$ cat src/rtl/avmm_copier_pkg.sv
// Shared types and defaults for the Avalon-MM word copier.
package avmm_copier_pkg;

    localparam int DEFAULT_ADDR_W = 10;
    localparam int DEFAULT_DATA_W = 32;
    localparam int DEFAULT_LEN_W  = 11;

    // Byteenable pattern for a full-word write at the default data width
    localparam logic [DEFAULT_DATA_W/8-1:0] BE_ALL = 4'b1111;

    typedef enum logic [2:0] {
        IDLE    = 3'd0,
        RD_REQ  = 3'd1,
        RD_WAIT = 3'd2,
        WR_REQ  = 3'd3,
        FIN     = 3'd4
    } copier_state_e;

endpackage

$ cat src/rtl/avmm_copier_ptr.sv
// Source/destination word pointers plus remaining-word counter.
// Loaded on command accept, advanced once per accepted write; pointers
// wrap naturally at 2**ADDR_W.
module avmm_copier_ptr
    import avmm_copier_pkg::*;
#(
    parameter int ADDR_W = DEFAULT_ADDR_W,
    parameter int LEN_W  = DEFAULT_LEN_W
) (
    input  logic              clk,
    input  logic              reset,
    input  logic              i_load,
    input  logic              i_advance,
    input  logic [ADDR_W-1:0] i_src,
    input  logic [ADDR_W-1:0] i_dst,
    input  logic [LEN_W-1:0]  i_len,
    output logic [ADDR_W-1:0] o_src_ptr,
    output logic [ADDR_W-1:0] o_dst_ptr,
    output logic              o_last
);

    // A copy never needs more than one full pass over the memory
    localparam logic [LEN_W-1:0] MAX_LEN = LEN_W'(1) << ADDR_W;

    logic [ADDR_W-1:0] r_src_ptr;
    logic [ADDR_W-1:0] r_dst_ptr;
    logic [LEN_W-1:0]  r_remaining;
    logic [LEN_W-1:0]  w_len_sat;

    // Clamp oversize command lengths to the memory depth
    always_comb begin
        if (i_len > MAX_LEN) begin
            w_len_sat = MAX_LEN;
        end else begin
            w_len_sat = i_len;
        end
    end

    // Load on accept, step both pointers and the count on each written word
    always_ff @(posedge clk) begin
        if (reset) begin
            r_src_ptr   <= '0;
            r_dst_ptr   <= '0;
            r_remaining <= '0;
        end else if (i_load) begin
            r_src_ptr   <= i_src;
            r_dst_ptr   <= i_dst;
            r_remaining <= w_len_sat;
        end else if (i_advance) begin
            r_src_ptr   <= r_src_ptr + ADDR_W'(1);
            r_dst_ptr   <= r_dst_ptr + ADDR_W'(1);
            r_remaining <= r_remaining - LEN_W'(1);
        end else begin
            r_src_ptr   <= r_src_ptr;
            r_dst_ptr   <= r_dst_ptr;
            r_remaining <= r_remaining;
        end
    end

    assign o_src_ptr = r_src_ptr;
    assign o_dst_ptr = r_dst_ptr;
    assign o_last    = (r_remaining == LEN_W'(1));

endmodule

$ cat src/rtl/avmm_word_copier.sv
// Avalon-MM master that copies len words from src to dst, one word at a
// time with a single outstanding read. Optional running sum of written
// words is enabled by defining AVMM_COPIER_CHECKSUM_EN.
module avmm_word_copier
    import avmm_copier_pkg::*;
#(
    parameter int ADDR_W = DEFAULT_ADDR_W,
    parameter int DATA_W = DEFAULT_DATA_W,
    parameter int LEN_W  = DEFAULT_LEN_W
) (
    input  logic                clk,
    input  logic                reset,
    input  logic                cmd_valid,
    output logic                cmd_ready,
    input  logic [ADDR_W-1:0]   cmd_src,
    input  logic [ADDR_W-1:0]   cmd_dst,
    input  logic [LEN_W-1:0]    cmd_len,
    output logic                busy,
    output logic                done,
    output logic [ADDR_W-1:0]   avm_address,
    output logic                avm_chipselect,
    output logic                avm_read,
    output logic                avm_write,
    output logic [DATA_W/8-1:0] avm_byteenable,
    output logic [DATA_W-1:0]   avm_writedata,
    input  logic [DATA_W-1:0]   avm_readdata,
    input  logic                avm_readdatavalid,
    input  logic                avm_waitrequest
`ifdef AVMM_COPIER_CHECKSUM_EN
    ,
    output logic [DATA_W-1:0]   checksum
`endif
);

    localparam int BE_W = DATA_W / 8;
    localparam logic [BE_W-1:0] BE_ONES = {BE_W{1'b1}};

    copier_state_e     r_state;
    copier_state_e     w_state_nxt;
    logic [DATA_W-1:0] r_data;
    logic              w_accept;
    logic              w_rd_done;
    logic              w_wr_acc;
    logic              w_last;
    logic [ADDR_W-1:0] w_src_ptr;
    logic [ADDR_W-1:0] w_dst_ptr;

    assign w_accept  = (r_state == IDLE) && cmd_valid;
    assign w_rd_done = (r_state == RD_WAIT) && avm_readdatavalid;
    assign w_wr_acc  = (r_state == WR_REQ) && !avm_waitrequest;

    avmm_copier_ptr #(
        .ADDR_W (ADDR_W),
        .LEN_W  (LEN_W)
    ) u_ptr (
        .clk       (clk),
        .reset     (reset),
        .i_load    (w_accept),
        .i_advance (w_wr_acc),
        .i_src     (cmd_src),
        .i_dst     (cmd_dst),
        .i_len     (cmd_len),
        .o_src_ptr (w_src_ptr),
        .o_dst_ptr (w_dst_ptr),
        .o_last    (w_last)
    );

    // State register
    always_ff @(posedge clk) begin
        if (reset) begin
            r_state <= IDLE;
        end else begin
            r_state <= w_state_nxt;
        end
    end

    // Next-state logic: read, wait for data, write, repeat until last word
    always_comb begin
        w_state_nxt = r_state;
        case (r_state)
            IDLE: begin
                if (cmd_valid) begin
                    if (cmd_len == LEN_W'(0)) begin
                        w_state_nxt = FIN;
                    end else begin
                        w_state_nxt = RD_REQ;
                    end
                end else begin
                    w_state_nxt = IDLE;
                end
            end
            RD_REQ: begin
                if (!avm_waitrequest) begin
                    w_state_nxt = RD_WAIT;
                end else begin
                    w_state_nxt = RD_REQ;
                end
            end
            RD_WAIT: begin
                if (avm_readdatavalid) begin
                    w_state_nxt = WR_REQ;
                end else begin
                    w_state_nxt = RD_WAIT;
                end
            end
            WR_REQ: begin
                if (avm_waitrequest) begin
                    w_state_nxt = WR_REQ;
                end else if (w_last) begin
                    w_state_nxt = FIN;
                end else begin
                    w_state_nxt = RD_REQ;
                end
            end
            FIN:     w_state_nxt = IDLE;
            default: w_state_nxt = IDLE;
        endcase
    end

    // Output decode from the registered state; all requests idle at zero
    always_comb begin
        cmd_ready      = 1'b0;
        busy           = 1'b0;
        done           = 1'b0;
        avm_address    = '0;
        avm_chipselect = 1'b0;
        avm_read       = 1'b0;
        avm_write      = 1'b0;
        avm_byteenable = '0;
        avm_writedata  = '0;
        case (r_state)
            IDLE: cmd_ready = 1'b1;
            RD_REQ: begin
                busy           = 1'b1;
                avm_read       = 1'b1;
                avm_chipselect = 1'b1;
                avm_address    = w_src_ptr;
            end
            RD_WAIT: busy = 1'b1;
            WR_REQ: begin
                busy           = 1'b1;
                avm_write      = 1'b1;
                avm_chipselect = 1'b1;
                avm_address    = w_dst_ptr;
                avm_byteenable = BE_ONES;
                avm_writedata  = r_data;
            end
            FIN:     done = 1'b1;
            default: cmd_ready = 1'b0;
        endcase
    end

    // Capture the returned word; late or stray data outside RD_WAIT is dropped
    always_ff @(posedge clk) begin
        if (reset) begin
            r_data <= '0;
        end else if (w_rd_done) begin
            r_data <= avm_readdata;
        end else begin
            r_data <= r_data;
        end
    end

`ifdef AVMM_COPIER_CHECKSUM_EN
    logic [DATA_W-1:0] r_checksum;

    // Running modulo-2**DATA_W sum of written words, restarted per command
    always_ff @(posedge clk) begin
        if (reset) begin
            r_checksum <= '0;
        end else if (w_accept) begin
            r_checksum <= '0;
        end else if (w_wr_acc) begin
            r_checksum <= r_checksum + r_data;
        end else begin
            r_checksum <= r_checksum;
        end
    end

    assign checksum = r_checksum;
`endif

endmodule
$ cat config.mk
export PLATFORM = sky130hd
export DESIGN_NAME = avmm_word_copier
export DESIGN_NICKNAME = d
export VERILOG_FILES = /design/src/rtl/avmm_copier_pkg.sv /design/src/rtl/avmm_copier_ptr.sv /design/src/rtl/avmm_word_copier.sv
export SDC_FILE = /design/constraint.sdc
export NUM_CORES = 1
export LEC_CHECK = 0
export CORE_MARGIN = 5
export CORE_UTILIZATION = 30
export CTS_BUF_LIST = sky130_fd_sc_hd__clkbuf_16
export DETAILED_ROUTE_END_ITERATION = 7
export PLACE_DENSITY = 0.67
export RECOVER_POWER = 25
export SETUP_SLACK_MARGIN = 0.4
export SLEW_MARGIN = 20
export SYNTH_ARGS = -nofsm -noshare
export SYNTH_HDL_FRONTEND = slang
export SYNTH_HIERARCHICAL = 1
export SYNTH_SLANG_ARGS = --single-unit
$ cat constraint.sdc
create_clock -name clk -period 2.6 [get_ports clk]
set_clock_uncertainty 0.05 [all_clocks]
set_input_delay 0.52 -clock clk [delete_from_list [all_inputs] [get_ports clk]]
set_output_delay 0.52 -clock clk [all_outputs]
set_load 0.02 [all_outputs]
==> results.cfg, run 1 <==
[outcome]
status = finished clean

[yosys]
yosys_warnings = 6
postSynth.asyncResetShare_pct = 0
syn_area_per_cell_um2 = 7.830
yosysSeqAreaShare_pct = 37.50
syn_nets = 522
synth_area_um2 = 3523
synth-seq-cells = 66
netlist_instances = 450
synthFlopType = dfxtp_1
synth_edf_count = 0
ys_types = 51

[routing]
post-route-drc-count = 0
via_count = 3414
vias_per_cell = 4.836
dr.first_iter.drc_count = 212
wl_per_cell_um = 13.90
ant_nets = 0
finalWirelength_um = 9816
dr.pass1.iters = 4

[floorplanning]
die_h_um = 118.4
start_util_pct = 30.73
dieWidth_um = 118.4
coreArea_um2 = 11470
pin_count = 120
die_area_um2 = 14010
rows = 39

[cells_and_area]
layout_commonest_cell = nand2_1
drive_gt1_share_pct = 13.68
fill_cells = 1144
fin_util_pct = 45.04
final_nets = 630
insertedDiodeCount = 0
fin_cells = 706
final_cell_mix = 94 x nand2_1, 64 x clkdlybuf4s50_1, 64 x dfxtp_1
synthToLayoutAreaGrowth_pct = 46.59

[clock_tree]
cts-root-buf = clkbuf_16
cts_buffers = 9
clk_latency_ns = 0.32
cts_sinks = 66
clockBufferDepth = 2
clk_pin_slew_ns = 0.05
cts_tree = yes
htree_levels = 3

[grt]
grt_util_met1_pct = 17.16
grt.total_usage_pct = 13.61
grt_antenna_before_repair = 0
gr-usage-met3_pct = 4.107
grt_pass1_vias = 3309
grt_max_degree = 35
top_usage_layer = met2
grt_overflow_total = 0
grt_pass1_wl_um = 15960
use_met2_pct = 21.98

[sta]
rsz0062_at_grt = yes
fmax_ghz = 0.4522
slew_violations = 0
fin_crit_ns = 2.212
finalHoldViolCount = 0
tightest_slew_ns = 0.6223
finalWorstSetupSlack_ns = 0.3885
setup_viol = 0
final.period_utilization_pct = 85.06
tns_ns = 0
slew_headroom_pct = 58.51

[placed_design]
dp_hpwl_um = 7176
place_ws_ns = 0.1217
place_inst = 690
routabilityCongestion = 0.8342
io_buffers = 119

[setup_path]
setup.worst_path.start_class = primary input
worstPathRequired_ns = 2.78
r2r-start = r_state[1]$_SDFF_PP0_
cp-startpoint = avm_waitrequest
crit_path_max_fanout = 23
critical_path_class = primary input to register
r2r_slack_ns = 0.53
timing.rr.end = u_ptr/o_dst_ptr[7]$_SDFFE_PP0P_
worstSetupEndpointType = register
worst-r2r-cell-count = 8
cp_data_arrival_time_ns = 2.40

[power]
p_leak_nw = 2.014
power_mw = 3.278
ir_drop_mv = 0.2640
p_per_area_nw_per_um2 = 634.6

[min_path]
hold_class = register to register
min_from = r_data[18]$_SDFFE_PP0P_
min_path_cells = 2
hold_path_end = r_data[18]$_SDFFE_PP0P_

[job]
maxCapViolCount = 0
[report_power, final]
part	leakage, nW	switching [mW]	internal (mW)
Sequential	0.539	0.0947	1.10
Combinational	1.31	0.373	0.347
Clock	0.162	0.435	0.926
Total	2.01	0.903	2.38
[state kept, by name, summed over array words and instances, names as in the netlist]
name / cells
r_state: 3
r_data: 32
u_ptr/o_src_ptr: 10
u_ptr/r_remaining: 11
u_ptr/o_dst_ptr: 10
[how the worst max path moves through the flow]
stage	to	cells after the start	slack, ns
finish	u_ptr/o_dst_ptr[7]$_SDFFE_PP0P_	7	0.39
global route	u_ptr/o_src_ptr[7]$_SDFFE_PP0P_	7	0.30
CTS	avm_address[9]	3	0.21
detailed placement	u_ptr/o_src_ptr[7]$_SDFFE_PP0P_	7	0.12
global placement	u_ptr/o_dst_ptr[7]$_SDFFE_PP0P_	7	0.20
floorplan	u_ptr/r_remaining[2]$_SDFFE_PP0P_	7	0.48
[worst max-delay path: stages]
cell and delay (ns):
dlygate4sd3_1 0.61, nor3_4 0.26, buf_12 0.20, and3_1 0.18
nand2_1 0.06, or3_1 0.30, a311oi_1 0.26
[cells in the mapped netlist (2+ instances only)]
| cell | number | area (um2) |
|---|---|---|
| a211oi_1 | 10 | 75.07 |
| a21oi_1 | 38 | 190.2 |
| a21oi_2 | 13 | 113.9 |
| a311oi_1 | 4 | 35.03 |
| a32o_1 | 2 | 20.02 |
| and2_1 | 33 | 206.5 |
| and3_1 | 2 | 12.51 |
| buf_1 | 7 | 26.28 |
| buf_2 | 3 | 15.01 |
| buf_4 | 6 | 45.04 |
| buf_6 | 6 | 67.56 |
| clkbuf_1 | 8 | 30.03 |
| clkbuf_2 | 3 | 15.01 |
| dfxtp_1 | 66 | 1321 |
| ha_1 | 4 | 50.05 |
| inv_1 | 7 | 26.28 |
| mux2i_1 | 12 | 120.1 |
| nand2_1 | 94 | 352.8 |
| nand2b_1 | 3 | 18.77 |
| nand3_1 | 2 | 10.01 |
| nand4_1 | 10 | 62.56 |
| nor2_1 | 45 | 168.9 |
| nor2b_1 | 2 | 12.51 |
| nor3_1 | 12 | 60.06 |
| nor4_1 | 4 | 25.02 |
| nor4b_1 | 2 | 17.52 |
| o21ai_0 | 5 | 25.02 |
| o31ai_1 | 2 | 15.01 |
| o32ai_1 | 2 | 17.52 |
| or3_1 | 4 | 25.02 |
| xnor2_1 | 11 | 96.34 |
| xor2_1 | 9 | 78.83 |
[logic make-up after synthesis]
logic type | Yosys count | share of synthesized area [%]
AND/OR/NAND/NOR | 225 | 30.75
AO/OA/AOI/OAI | 81 | 15.23
flip-flops | 66 | 37.50
buffers and inverters | 42 | 6.711
XOR/XNOR | 20 | 4.972
multiplexers | 12 | 3.409
adder cells (fa/ha/maj) | 4 | 1.421
[layout make-up]
type | instances | area (um2) | area share (%)
Timing Repair Buffer | 131 | 1309 | 25.34
Clock inverter | 7 | 108.9 | 2.108
Sequential cell | 66 | 1329 | 25.73
Clock buffer | 9 | 225.2 | 4.360
Inverter | 8 | 30.03 | 0.5814
Tap cell | 143 | 178.9 | 3.464
Multi-Input combinational cell | 342 | 1984 | 38.42
[timing repair]
item | 4_1_cts | 5_1_grt
gates resized for setup | 93 | 29
endpoints found under the setup margin | 62 | 47
hold buffers | 0 | 0
gates cloned | 0 | 0
pin swaps | 0 | 0
buffers inserted | 0 | 0
[through the flow]
step | area, um2 | hold slack [ns]
global placement | 4820 | 0.3880
global route | 5165 | 0.4155
CTS | 5161 | 0.4023
detailed placement | 4820 | 0.3941
floorplan | 3528 | 0.3817
finish | 5165 | 0.3998
[routing by layer]
metal	wire (um)	vias to the layer above
li1	-	1737
met5	0	-
met3	687	16
met4	153	0
met1	4488	1542
met2	4486	119
No activity file was read; power rests on OpenSTA's default activity.
==> run 2, diff against run 1 <==
--- a/config.mk
+++ b/config.mk
@@ -5,6 +5,7 @@
 export SDC_FILE = /design/constraint.sdc
 export NUM_CORES = 1
 export LEC_CHECK = 0
+export ABC_CLOCK_PERIOD_IN_PS = 2600
 export CORE_MARGIN = 5
 export CORE_UTILIZATION = 30
 export CTS_BUF_LIST = sky130_fd_sc_hd__clkbuf_16
==> results of run 2 <==
No change in the layout: final DEF, timing and power equal those of run 1.
